### src/rtl/conv_out_collect_pkg.sv
// Shared conv package: FSM state encoding, default geometry and a small
// helper that sizes counters so a dimension of 1 still gets a 1-bit counter.
package conv_out_collect_pkg;

  typedef enum logic [1:0] {
    ST_IDLE    = 2'd0,
    ST_COLLECT = 2'd1,
    ST_FLUSH   = 2'd2,
    ST_DONE    = 2'd3
  } state_t;

  localparam int DATA_W_DEF = 8;
  localparam int PACK_DEF   = 4;
  localparam int OUT_W_DEF  = 26;
  localparam int OUT_H_DEF  = 26;
  localparam int ADDR_W_DEF = 10;

  // Width of one lane slice inside a packed buffer word.
  localparam int LANE_W = DATA_W_DEF;

  function automatic int cnt_w(input int n);
    return (n > 1) ? $clog2(n) : 1;
  endfunction

endpackage

### src/rtl/conv_out_wr_reg.sv
// Single-entry write holding register for the output feature buffer.
// Handshake: a word transfers on a cycle where wr_en & wr_ready are both
// high; while wr_en is high and wr_ready low, wr_en/wr_addr/wr_data hold.
// A load arriving while the held word is not leaving is dropped and sets ovf.
module conv_out_wr_reg #(
  parameter int WORD_W = 32,
  parameter int ADDR_W = 10
) (
  input  logic              clk,
  input  logic              rst,
  input  logic              clr,
  input  logic              load,
  input  logic [WORD_W-1:0] load_data,
  input  logic              wr_ready,
  output logic              wr_en,
  output logic [ADDR_W-1:0] wr_addr,
  output logic [WORD_W-1:0] wr_data,
  output logic              ovf
);

  logic accept;

  assign accept = wr_en & wr_ready;

  // Hold / replace the pending word, advance the address on acceptance,
  // and latch overflow when a new word has nowhere to go.
  always_ff @(posedge clk or posedge rst) begin
    if (rst) begin
      wr_en   <= 1'b0;
      wr_addr <= '0;
      wr_data <= '0;
      ovf     <= 1'b0;
    end else begin
      if (clr) begin
        wr_addr <= '0;
        ovf     <= 1'b0;
      end else if (accept) begin
        wr_addr <= wr_addr + ADDR_W'(1);
      end

      if (load && (!wr_en || accept)) begin
        wr_en   <= 1'b1;
        wr_data <= load_data;
      end else if (accept) begin
        wr_en <= 1'b0;
      end

      if (load && wr_en && !accept) begin
        ovf <= 1'b1;
      end
    end
  end

endmodule

### src/rtl/conv_out_collect.sv
// Conv output collector: counts output-map column/row, packs PACK results
// per buffer word (lane 0 = earliest) and hands words to conv_out_wr_reg.
// Optional build macro CONV_OUT_ROW_PAD_EN: every row starts a fresh word,
// the last word of each row is zero-padded.
module conv_out_collect
  import conv_out_collect_pkg::*;
#(
  parameter int DATA_W = LANE_W,
  parameter int PACK   = PACK_DEF,
  parameter int OUT_W  = OUT_W_DEF,
  parameter int OUT_H  = OUT_H_DEF,
  parameter int ADDR_W = ADDR_W_DEF
) (
  input  logic                   clk,
  input  logic                   rst,
  input  logic                   start,
  input  logic                   in_vld,
  input  logic [DATA_W-1:0]      in_data,
  output logic                   wr_en,
  input  logic                   wr_ready,
  output logic [ADDR_W-1:0]      wr_addr,
  output logic [PACK*DATA_W-1:0] wr_data,
  output logic                   busy,
  output logic                   frame_done,
  output logic                   ovf,
  output state_t                 state_dbg
);

  localparam int WORD_W  = PACK * DATA_W;
  localparam int COL_W   = cnt_w(OUT_W);
  localparam int ROW_W   = cnt_w(OUT_H);
  localparam int LANE_CW = $clog2(PACK);

  localparam logic [COL_W-1:0]   COL_LAST  = COL_W'(OUT_W - 1);
  localparam logic [ROW_W-1:0]   ROW_LAST  = ROW_W'(OUT_H - 1);
  localparam logic [LANE_CW-1:0] LANE_LAST = LANE_CW'(PACK - 1);

`ifdef CONV_OUT_ROW_PAD_EN
  localparam bit ROW_PAD = 1'b1;
`else
  localparam bit ROW_PAD = 1'b0;
`endif

  state_t              state_q;
  logic [COL_W-1:0]    col_q;
  logic [ROW_W-1:0]    row_q;
  logic [LANE_CW-1:0]  lane_q;
  logic [WORD_W-1:0]   pack_q;
  logic                busy_q;
  logic                done_q;

  logic                take;
  logic                last_col;
  logic                last_pix;
  logic                word_end;
  logic                load;
  logic                clr;
  logic                accept;
  logic [WORD_W-1:0]   word_next;

  assign take     = (state_q == ST_COLLECT) && in_vld;
  assign last_col = (col_q == COL_LAST);
  assign last_pix = last_col && (row_q == ROW_LAST);
  assign word_end = (lane_q == LANE_LAST) || last_pix || (ROW_PAD && last_col);
  assign load     = take && word_end;
  assign clr      = (state_q == ST_IDLE) && start;
  assign accept   = wr_en && wr_ready;

  // Pack register with the incoming result dropped into the current lane;
  // lanes above the current one stay zero because pack_q clears per word.
  always_comb begin
    word_next = pack_q;
    for (int k = 0; k < PACK; k++) begin
      if (lane_q == LANE_CW'(k)) begin
        word_next[k*DATA_W +: DATA_W] = in_data;
      end
    end
  end

  // Frame FSM: counters, lane packing and registered busy/frame_done.
  always_ff @(posedge clk or posedge rst) begin
    if (rst) begin
      state_q <= ST_IDLE;
      col_q   <= '0;
      row_q   <= '0;
      lane_q  <= '0;
      pack_q  <= '0;
      busy_q  <= 1'b0;
      done_q  <= 1'b0;
    end else begin
      case (state_q)
        ST_IDLE: begin
          done_q <= 1'b0;
          if (start) begin
            state_q <= ST_COLLECT;
            busy_q  <= 1'b1;
            col_q   <= '0;
            row_q   <= '0;
            lane_q  <= '0;
            pack_q  <= '0;
          end
        end
        ST_COLLECT: begin
          if (in_vld) begin
            if (last_col) begin
              col_q <= '0;
              row_q <= row_q + ROW_W'(1);
            end else begin
              col_q <= col_q + COL_W'(1);
            end
            if (word_end) begin
              pack_q <= '0;
              lane_q <= '0;
            end else begin
              pack_q <= word_next;
              lane_q <= lane_q + LANE_CW'(1);
            end
            if (last_pix) begin
              state_q <= ST_FLUSH;
            end
          end
        end
        ST_FLUSH: begin
          if (!wr_en || accept) begin
            state_q <= ST_DONE;
            busy_q  <= 1'b0;
            done_q  <= 1'b1;
          end
        end
        ST_DONE: begin
          done_q  <= 1'b0;
          state_q <= ST_IDLE;
        end
        default: begin
          state_q <= ST_IDLE;
        end
      endcase
    end
  end

  conv_out_wr_reg #(
    .WORD_W (WORD_W),
    .ADDR_W (ADDR_W)
  ) u_wr_reg (
    .clk       (clk),
    .rst       (rst),
    .clr       (clr),
    .load      (load),
    .load_data (word_next),
    .wr_ready  (wr_ready),
    .wr_en     (wr_en),
    .wr_addr   (wr_addr),
    .wr_data   (wr_data),
    .ovf       (ovf)
  );

  assign busy       = busy_q;
  assign frame_done = done_q;
  assign state_dbg  = state_q;

endmodule
### config.mk
export PLATFORM = sky130hd
export DESIGN_NAME = conv_out_collect
export DESIGN_NICKNAME = d
export VERILOG_FILES = /design/src/rtl/conv_out_collect_pkg.sv /design/src/rtl/conv_out_wr_reg.sv /design/src/rtl/conv_out_collect.sv
export SDC_FILE = /design/constraint.sdc
export NUM_CORES = 1
export LEC_CHECK = 0
export ABC_CLOCK_PERIOD_IN_PS = 1700
export CORE_UTILIZATION = 48
export CTS_CLUSTER_DIAMETER = 50
export DETAILED_ROUTE_END_ITERATION = 10
export PLACE_DENSITY_LB_ADDON = 0.2
export SETUP_SLACK_MARGIN = 0.5
export SLEW_MARGIN = 0
export SYNTH_ARGS = -nofsm -noshare
export SYNTH_HDL_FRONTEND = slang
export SYNTH_HIERARCHICAL = 1
export SYNTH_SLANG_ARGS = --single-unit
export TNS_END_PERCENT = 20
### constraint.sdc
create_clock -name clk -period 1.7 [get_ports clk]
set_input_delay 0.51 -clock clk [delete_from_list [all_inputs] [get_ports clk]]
set_output_delay 0.51 -clock clk [all_outputs]
set_load 0.005 [all_outputs]
Word-level counts from Yosys, hierarchy flattened:

Index checks and enable logic that the tools add are counted.
Widths: inputs -> output; s select.

* input port bits: 13
* flip-flop bits (word level): 92
* output and inout bits: 48

* muxes and demuxes: 35
* add/sub/neg operators: 4
* equality and inequality tests: 13
* reduce and logical (&&, ||, !) cells: 27
* bitwise gates (word level): 1

Operators by type and width (count)
* $mux 32: 3
* $pmux 32 s2: 1
* $mux 8: 4
* $mux 5: 5
* $mux 10: 2
* $pmux 5 s2: 2
* $mux 2: 7
* $reduce_bool 2->1: 6
* $add 10x1->10 const B: 1
* $add 5x1->5 const B: 2
* $eq 5x5->1 const B: 2
* $ne 2x2->1 const B: 5
* $eq 2x2->1 const B: 4
* $logic_and 1x1->1: 8
* $pmux 2 s4: 1
* $reduce_and 4->1: 2
* $mux 1: 7
* $reduce_and 3->1: 2
* $eq 2x1->1 const B: 2
* $logic_not 2->1: 2
* $pmux 1 s2: 2
* $pmux 2 s2: 1
* $logic_or 1x1->1: 3
* $add 2x1->2 const B: 1
* 4 further kinds: 5

Logic depth before layout (Yosys ltp):

* word-level depth: 7
* gate-level depth with buffers: 9
* depth with buffers taken out: 8

Hierarchy:

Netlist, hierarchy kept.

Modules (own cells, without submodules)
* conv_out_collect: cells an instance 258, times used 1, sequential area each 1201.2 sq um, area an instance 2630.0 sq um
* conv_out_wr_reg: cells an instance 122, times used 1, sequential area each 1101.1 sq um, area an instance 1724.2 sq um

Worst setup path before layout:

OpenSTA, ideal clock, no wires.

* path kind: reg2reg
* start point: reg lane_q[0]
* end point: reg u_wr_reg.wr_data[0]
* stages on the path, launching flop included: 8
* required time: 1575 ps
* clock period less this slack: 1817 ps
* path slack: -117 ps
* arrival time: 1693 ps
* path through: dfrtp_1 -> ha_1 -> clkbuf_1 -> nor2_1 -> nor2_1 -> nand2_1 -> buf_2 -> mux2_2

* word-level cells in the longest chain between the ends: 4
* elaborated cells on any way between the ends: 6
* those cells by class: eq/ne: 1; mux: 1; reduce/logical: 4

Ends and longest elaborated chain
* start: declaration: line conv_out_collect.sv:47 `logic [LANE_CW-1:0] lane_q;`
* start signal: assignment: line conv_out_collect.sv:116 `lane_q <= lane_q + LANE_CW'(1);`
* $eq 2x2->1: line conv_out_collect.sv:64 `assign word_end = (lane_q == LANE_LAST) || last_pix || (ROW_PAD && last_col);`
* $logic_or 1x1->1: line conv_out_collect.sv:64
* $logic_and 1x1->1: line conv_out_collect.sv:65 `assign load = take && word_end;`
* named net load: line conv_out_collect.sv:56 `logic load;`
* $logic_and 1x1->1: line conv_out_wr_reg.sv:41 `if (load && (!wr_en || accept)) begin`
* end signal: assignment: line conv_out_wr_reg.sv:43 `wr_data <= load_data;`
* end: declaration: line conv_out_wr_reg.sv:17 `output logic [WORD_W-1:0] wr_data,`

The timed path passes the listed nets, and every way through them passes these cells.
A chain may end at the register's enable or synchronous reset.

Worst setup path after layout:

* start point: reg row_q[1]
* end point: reg u_wr_reg.wr_data[23]

* word-level cells in the longest chain between the ends: 5

Ends and longest elaborated chain
* start: declaration: line conv_out_collect.sv:46 `logic [ROW_W-1:0] row_q;`
* start signal: assignment: line conv_out_collect.sv:107 `row_q <= row_q + ROW_W'(1);`
* $eq 5x5->1: line conv_out_collect.sv:63 `assign last_pix = last_col && (row_q == ROW_LAST);`
* $logic_and 1x1->1: line conv_out_collect.sv:63
* $logic_or 1x1->1: line conv_out_collect.sv:64
* $logic_and 1x1->1: line conv_out_collect.sv:65
* named net load: line conv_out_collect.sv:56
* $logic_and 1x1->1: line conv_out_wr_reg.sv:41

The timed path passes the listed nets, and every way through them passes these cells.

==> impl_metrics.json <==
{
  "cts_root_buf": "sky130_fd_sc_hd__clkbuf_8",
  "ant_nets": 0,
  "detailedPlacementHpwl_um": 6714,
  "criticalPathCategory": "register to register",
  "netlist-cell-type-count": 40,
  "placementRows": 34,
  "timing_hold_violations_final": 0,
  "vias_post_dr": 3158,
  "num_io_pins": 61,
  "floorplan.die_area_um2": 9456,
  "final_layout_size_suffix_gt1_share_pct": 45.71,
  "insertion_delay_of_the_later_clocked_pin_in_the_worst_skew_pair_ns": 0.37,
  "starting_utilization_of_the_core_area_pct": 49.69,
  "synthCells": 380,
  "totalWireLength_um": 9794,
  "post-place-ws_ns": -0.3878,
  "timing.final.ws_setup_ns": -0.04719,
  "antenna_found_initial": 0,
  "gp_weighted_congestion": 0.8336,
  "critical_path.max_fanout": 15,
  "globalRouteOverflowTotal": 0,
  "drv.max_cap_violation_count": 0,
  "post-synth-top-count-cell": "sky130_fd_sc_hd__dfrtp_1",
  "min_period_ns": 1.747,
  "static-leakage-power_uw": 0.002925,
  "yosysSeqAreaShare_pct": 52.87,
  "violations": "negative setup slack",
  "detail_route.vias_per_cell": 5.186,
  "synthTopCellsByCount": "sky130_fd_sc_hd__dfrtp_1 (92), sky130_fd_sc_hd__mux2_2 (66), sky130_fd_sc_hd__nand2_1 (63)",
  "drtPass1Iterations": 5,
  "tightestPinTransition_ns": 0.3577,
  "placed_area_um2": 5461,
  "powerDensity_nw_per_um2": 1359,
  "maximum_number_of_pins_on_one_net_before_global_route_repair": 49,
  "synth.avg_cell_area_um2": 11.46,
  "synth_edf_count": 0,
  "areaGrowthSynthToFinish_pct": 32.04,
  "clock_tree.htree_level_count": 3,
  "cp_data_required_time_ns": 1.94,
  "maxClockFrequency_mhz": 572.3,
  "outcome": "finished, violations left",
  "start_kind": "register",
  "synthesis.yosys.warnings": 6,
  "cp_data_arrival_time_ns": 1.99,
  "post_drt_wl_per_cell_um": 16.08,
  "final_design_area_no_fill_um2": 5749,
  "cts_buffer_depth": 2,
  "cts_inserted_buffers": 9,
  "sequentialPowerShare_pct": 42.5,
  "grt_first_pass_wirelength_um": 16300,
  "floorplan.core_area_um2": 8763,
  "yosys-top-cells-area": "sky130_fd_sc_hd__dfrtp_1 (53%), sky130_fd_sc_hd__mux2_2 (17%), sky130_fd_sc_hd__nand2_1 (5.4%)",
  "fin_nets": 522,
  "grt_pass1_vias": 3334,
  "max-slew-margin-rel_pct": 76.15,
  "comb_power_share_pct": 38.3,
  "n_antenna_cell": 0,
  "final.setup_skew_ns": 0.01792,
  "synth.ff_latch_count": 92,
  "synth_area_um2": 4354,
  "clockPowerShare_pct": 19.2,
  "most_area_hungry_cell_type_in_the_yosys_netlist": "sky130_fd_sc_hd__dfrtp_1",
  "netSwitchingPower_uw": 2513,
  "fin_crit_sh_pct": 102.8,
  "synth_largest_type_area_fraction_pct": 52.87,
  "hold_path_class": "register to register",
  "port_buffers": 60,
  "die_w_um": 97.24,
  "synth_nets": 406,
  "setup_viol": 45,
  "grt_setup_unrepaired": "true",
  "die_height_um": 97.24,
  "clk_pin_slew_worst_paths_ns": 0.09,
  "synth_async_sr_flop_share_pct": 100.0,
  "grt_use_total_pct": 21.72,
  "synthFlopType": "sky130_fd_sc_hd__dfrtp_1",
  "final-max-slew-violation-count": 0,
  "critical_path.endpoint_type": "register",
  "peakVddDrop_uv": 743.6,
  "route.detailed.drc": 0,
  "cts_tree": "built",
  "detail_route.iter0.violations": 122,
  "power.switching_fraction_pct": 32.16,
  "cts_sinks": 92,
  "internal_power_uw": 5302
}
## cells by family (layout without fill, tap and decap cells)
| logic type | count (synthesis) | count (layout) | share of synthesized area [%] |
|---|---|---|---|
| AOI/OAI and AO/OA | 23 | 23 | 3.793 |
| xor gates and xnor gates | 8 | 8 | 1.609 |
| adders and majority gates | 13 | 13 | 3.736 |
| buffers and inverters | 30 | 151 | 2.931 |
| DFF | 92 | 92 | 52.87 |
| muxes | 71 | 71 | 18.22 |
| and+or+nand+nor | 143 | 143 | 16.84 |
## path summary, 6_finish.rpt
kind / from / slack [ns] / cells past startpoint / endpoint
min in group asynchronous: rst / 0.53 / 3 / u_wr_reg/wr_addr[9]
setup / recovery: row_q[1] / -0.05 / 9 / u_wr_reg/wr_data[23]
hold / removal: pack_q[14] / 0.48 / 2 / pack_q[14]
max in group asynchronous: rst / 0.85 / 3 / u_wr_reg/wr_data[4]
hold reg to reg: pack_q[14] / 0.48 / 2 / pack_q[14]
setup reg to reg: row_q[1] / -0.05 / 9 / u_wr_reg/wr_data[23]
## metal layers
| metal | up-vias | GRT usage, % | part of all wire (%) |
|---|---|---|---|
| li1 | 1511 | - | - |
| met1 | 1561 | 28.24 | 45 |
| met2 | 68 | 35.92 | 48 |
| met3 | 18 | 4.173 | 4.2 |
| met4 | 0 | 8.710 | 2.2 |
| met5 | - | 0 | 0 |
## flip-flops by register name, summed over array words and instances (netlist names), 2 cells and up
register and cells:
pack_q 32, row_q 5, state_dbg 2, lane_q 2, u_wr_reg/wr_addr 10, col_q 5
u_wr_reg/wr_data 32
## cell usage in the layout (no fill, tap or decap), drive strengths merged, types with 2 or more instances in the layout
cell type and count:
a21oi 2, and2 2, and4 3, buf 99, clkbuf 16, clkdlybuf4s15 2, clkdlybuf4s50 10, clkinv 3
dfrtp 92, dlygate4sd2 2, ha 13, inv 17, mux2 66, mux2i 5, nand2 63, nand2b 28
nand3 9, nand3b 2, nand4 4, nand4b 2, nor2 14, nor2b 9, o21ai 10, o22ai 2
or3 2, xor2 8
## metrics by stage
stage	power [uW]	utilization (%)	hold WS [ns]	TNS, ns	std cells
after floorplan	4946	-	0.4380	-1.300	380
after global placement	6350	62.32	0.4493	-24.67	580
after detailed placement	6488	62.32	0.4588	-26.22	580
after CTS	7838	65.21	0.4796	-2.168	607
after global routing	8304	65.61	0.4945	-6.467	609
final	7815	65.61	0.4769	-1.330	609
## cell type report
cell class,instances,area (um^2)
clock buffer,10,127.6
clock inverter,6,72.57
fill,687,3014
inverter,16,62.56
multi-input combinational,258,2097
sequential,92,2306
tap,108,135.1
timing repair buffer,119,948.4
## power by group through the flow
| stage | sequential [uW] | clock, uW | combinational, uW |
|---|---|---|---|
| floorplan | 3360 | 0 | 1580 |
| global placement | 3350 | 0 | 3000 |
| detailed placement | 3400 | 0 | 3090 |
| CTS | 3330 | 1530 | 2980 |
| global route | 3420 | 1610 | 3270 |
| finish | 3320 | 1500 | 2990 |
## what timing repair did
item	CTS	global route
cloned	0	0
gates resized for setup	208	32
setup endpoints to repair	140	140
pin swaps	33	22
hold buffers	0	0
setup buffers	11	2
## critical path, cell delays in order (launching register included)
cell	delay, ns
sky130_fd_sc_hd__dfrtp_1	0.40
sky130_fd_sc_hd__inv_2	0.08
sky130_fd_sc_hd__ha_4	0.12
sky130_fd_sc_hd__nand4b_1	0.14
sky130_fd_sc_hd__nor2_1	0.14
sky130_fd_sc_hd__nor2_1	0.07
sky130_fd_sc_hd__nor2_2	0.13
sky130_fd_sc_hd__nand2_2	0.11
sky130_fd_sc_hd__buf_12	0.17
sky130_fd_sc_hd__mux2_2	0.27
Note: power is estimated with default switching activity, not from simulation.
==> patch 1: new RTL, config.mk and constraints unchanged <==
`ADDR_W_DEF`: 10 -> 9.
--- a/src/rtl/conv_out_collect_pkg.sv
+++ b/src/rtl/conv_out_collect_pkg.sv
@@ -13,7 +13,7 @@
   localparam int PACK_DEF   = 4;
   localparam int OUT_W_DEF  = 26;
   localparam int OUT_H_DEF  = 26;
-  localparam int ADDR_W_DEF = 10;
+  localparam int ADDR_W_DEF = 9;
 
   // Width of one lane slice inside a packed buffer word.
   localparam int LANE_W = DATA_W_DEF;
Ports: changed (resized wr_addr); port bits go from 61 to 60. The function was not compared with the original's and may differ.
==> patch 1 against the original RTL <==
- cell count decreased by 0.33%
- the run still ends with negative setup slack left
- critical path depth is 1 lower
- routed wire length up 3.5%
- core utilization increased by 0.49 points
- cell area is 0.74% higher
- largest power group unchanged
- worst setup slack worse by 160 ps
- maximum frequency is 8.2% lower
- critical path type unchanged
- sequential cell count shrank 1
- power increased by 1.2%
- synthesized area about the same
==> patch 1: results (changes against the original RTL) <==
outcome:
  status: "complete, but fails checks"
  violations: "negative setup slack"
routing:
  met2_wirelength_um: 5035  # +6.8%
  drt_pass1_iterations: 4  # -1
  num_vias: 3186  # +0.89%
  drt_iter0_drc: 104  # -15%
  wl_per_cell_um: 16.70  # +3.8%
  wl_met3_um: 325  # -21%
power_and_ir_drop:
  power_leakage_nw: 2.904  # -0.73%
  comb_power_share_pct: 39.4  # +1.1 points
  p_per_area_nw_per_um2: 1365  # +0.45%
  max-vdd-ir-drop_mv: 0.6819  # -8.3%
timing:
  setup_violations: 71  # +58%
  fin_ws_ps: -203.7  # -156.5 ps
  fin_skew_ps: 9.210  # -8.715 ps
  max-slew-margin-rel_pct: 75.53  # -0.62 points
yosys:
  synth-seq-area-share_pct: 52.33  # -0.54 points
  syn_nets: 405  # -0.25%
  yosys-top-cells-count: "dfrtp_1, mux2_2, nand2_1"
  ys_top_cells_by_area: "dfrtp_1, mux2_2, nand2_1"
  synthCells: 379  # -0.26%
global_route:
  grt_usage_pct: 21.97  # +0.26 points
  grt_pass1_wl_um: 16260  # -0.25%
  grt_pass1_vias: 3279  # -1.6%
placed_design:
  dp_hpwl_um: 6656  # -0.86%
  placed_cell_area_um2: 5449  # -0.23%
layout:
  fillers: 685  # -0.29%
  post_route_cells_drive_above_1_share_pct: 45.89  # +0.18 points
  layout.nets: 520  # -0.38%
setup_path:
  critPathArrivalTime_ps: 2150  # +160 ps
  path_max_fanout: 8  # -7
patch 1: cell types whose count changed after synthesis, sizes merged:
cell and change:
a21oi +5, and4 -3, dfrtp -1, inv +2, nand2b -1, nand3 -2
nor2 -6, o21ai +1, o31ai +4, or2b +1, or3 +1, or4 +4
xnor2 +1, xor2 -7
patch 1: path summary, 6_finish.rpt:
check / cells past startpoint / from / endpoint
max in group asynchronous: 3 / rst / col_q[0]
min in group asynchronous: 3 / rst / u_wr_reg/wr_addr[6]
min: 2 / pack_q[22] / pack_q[22]
max reg2reg: 8 / row_q[1] / pack_q[27]
min reg2reg: 2 / pack_q[22] / pack_q[22]
max: 8 / row_q[1] / pack_q[27]
patch 1: kinds of logic after synthesis:
logic type      share of synthesized area, %
xor+xnor                              0.4026
flops                                  52.33
fa+ha+maj                              3.738
compound gates                         5.175
mux                                    18.23
buf+inv                                3.536
simple gates                           16.59
patch 1: through the flow:
stage / utilization [%] / hold WS (ps) / TNS (ps) / setup slack (ps)
after global placement: 62.18 / 449.5 / -28090 / -409.3
after global routing: 66.09 / 512.4 / -15110 / -282.1
after floorplan: - / 438.0 / -813.8 / -55.10
after CTS: 64.48 / 479.2 / -3977 / -116.3
after detailed placement: 62.18 / 457.7 / -29760 / -461.5
final: 66.09 / 472.9 / -8116 / -203.7
patch 1: area by class of cell:
cell class	instances	share of cell area, %
clock buffer	10	2.203
clock inverter	6	1.123
inverter	18	1.167
multi-input combinational	256	36.62
sequential	91	39.34
tap	108	2.333
timing repair buffer	118	17.22
patch 1: layer usage:
layer,track usage [%],vias up
met1,30.35,1599
li1,-,1521
met2,35.21,55
met5,0,-
met3,3.813,11
met4,7.579,0
patch 1: timing repair:
item,CTS,global route
setup endpoints to repair,138,138
gates resized for setup,187,55
setup buffers,9,4
pin swaps,21,24
cloned,0,3
==> patch 2: new RTL, same flow settings <==
Made on the original files. Make the reset (`rst`) synchronous in 2 clocked blocks.
--- a/src/rtl/conv_out_wr_reg.sv
+++ b/src/rtl/conv_out_wr_reg.sv
@@ -24,7 +24,7 @@
 
   // Hold / replace the pending word, advance the address on acceptance,
   // and latch overflow when a new word has nowhere to go.
-  always_ff @(posedge clk or posedge rst) begin
+  always_ff @(posedge clk) begin
     if (rst) begin
       wr_en   <= 1'b0;
       wr_addr <= '0;
--- a/src/rtl/conv_out_collect.sv
+++ b/src/rtl/conv_out_collect.sv
@@ -78,7 +78,7 @@
   end
 
   // Frame FSM: counters, lane packing and registered busy/frame_done.
-  always_ff @(posedge clk or posedge rst) begin
+  always_ff @(posedge clk) begin
     if (rst) begin
       state_q <= ST_IDLE;
       col_q   <= '0;
Behaviour: differs if rst is asserted again (counterexample within 4 cycles, from zero or initial values and one cycle with rst high); with rst held inactive, the same outputs for 10 cycles.
==> patch 2 against the original RTL <==
- the flow still finishes with violations (negative setup slack)
- cell area up 7.6%
- synthesized area down 4.7%
- count of clock-buffer cells in the layout up 1
- non-clock buffer count up 27
- worst hold slack worse by 19 ps
- worst setup slack worse by 57 ps
- via count up 28%
- power down 17%
- sequential cell count unchanged
- routed wire length up 30%
- maximum frequency down 3.2%
- largest power group is now combinational cells
==> patch 2: results (changes against the original RTL) <==
outcome:
  status: "complete, but fails checks"
  violations: "negative setup slack"
routing:
  wirelength_um: 12740  # +30%
  viasPerCell: 6.077  # +17%
  wl_per_cell_um: 19.22  # +20%
  drt_iter0_drc: 314  # +160%
yosys:
  synth-seq-area-share_pct: 44.38  # -8.5 points
  synthFlopType: "dfxtp_1"
  synthCells: 433  # +14%
  ys_top_cells_by_area: "dfxtp_1, mux2_2, a32o_1"
  syn_nets: 459  # +13%
  async_flop_share_pct: 0  # -100 points
  yosys-top-cells-count: "dfxtp_1, a21oi_1, nand3_1"
global_route:
  grtUsageMet2_pct: 50.72  # +15 points
  gr-usage-met3_pct: 6.039  # +1.9 points
  grt_usage_pct: 29.08  # +7.4 points
  gr-usage-met1_pct: 34.01  # +5.8 points
  grt_pass1_vias: 4010  # +20%
layout:
  layout.nets: 580  # +11%
  post_route_cells_drive_above_1_share_pct: 50.18  # +4.5 points
placed_design:
  dp.cells: 616  # +6.2%
  dp_hpwl_um: 7127  # +6.2%
timing:
  fin_ws_ps: -104.1  # -56.87 ps
  tightest_slew_ps: 400.1  # +42.32 ps
  fin_skew_ps: 13.66  # -4.268 ps
  setup_violations: 66  # +47%
  final.setup.tns_ps: -3862  # -2532 ps
setup_path:
  critPathArrivalTime_ps: 2050  # +60 ps
  slowest_delay_ps: 340  # -60 ps
  critPathSlowestCell: "dfxtp_2"
power_and_ir_drop:
  power_leakage_nw: 2.447  # -16%
  p_sw_share_pct: 31.11  # -1.0 points
[patch 2: metal layers]
metal	up-vias	part of all wire (%)	wire length, um
met5	-	0	0
met4	0	2.4	308
met3	33	5.0	638
met2	142	52	6606
li1	1861	-	-
met1	1993	41	5189
[patch 2: cell families (layout without fill, tap and decap cells)]
logic type	Yosys count	after routing	synth area share [%]
compound gates	135	135	21.95
xor+xnor	6	6	1.266
fa+ha+maj	13	13	3.919
buf+inv	50	175	4.974
flops	92	92	44.38
mux	36	36	9.768
simple gates	101	101	13.75
[patch 2: through the flow]
stage                     instance area, um2  hold WS (ps)  utilization [%]  worst slack [ps]
after CTS                               5977         466.3            72.02            -41.58
after detailed placement                5238         452.5            63.11            -391.9
final                                   6186         458.1            74.54            -104.1
after floorplan                         4219         438.0                -            -215.0
after global routing                    6186         479.0            74.54            -154.3
after global placement                  5238         442.0            63.11            -364.9
[patch 2: layout make-up]
type / instances / area [um2]
Timing Repair Buffer: 146 / 1528
Tap cell: 105 / 131.4
Sequential cell: 92 / 1913
Clock buffer: 11 / 152.6
Clock inverter: 4 / 55.05
Inverter: 14 / 60.06
Fill cell: 525 / 2113
Multi-Input combinational cell: 291 / 2346
[patch 2: worst paths after layout]
path / start / slack (ps) / to / cells past startpoint
worst max-delay path: row_q[1] / -100 / u_wr_reg/wr_data[8] / 9
worst min-delay path: frame_done / 460 / frame_done / 2
worst max register to register: row_q[1] / -100 / u_wr_reg/wr_data[8] / 9
worst min register to register: frame_done / 460 / frame_done / 2
[patch 2: power by group through the flow]
stage,combinational (W),sequential (W),clock (W)
4_1_cts,0.00227,0.00232,0.00158
5_1_grt,0.00269,0.00234,0.00168
6_report,0.00255,0.00232,0.00157
3_5_place_dp,0.00156,0.00235,0
3_3_place_gp,0.00152,0.00235,0
2_1_floorplan,0.000835,0.00236,0
[patch 2: critical path: cells and delay by family, from the launching register on]
kind            cells  cell delay [ps]
fa+ha+maj           1              110
simple gates        2              450
compound gates      3              430
buf+inv             3              340
flops               1              340
[patch 2: repair_timing]
action / 4_1_cts / 5_1_grt
cloned: 8 / 1
pin swaps: 31 / 24
endpoints found under the setup margin: 140 / 140
buffers inserted: 18 / 5
gates resized for setup: 285 / 47
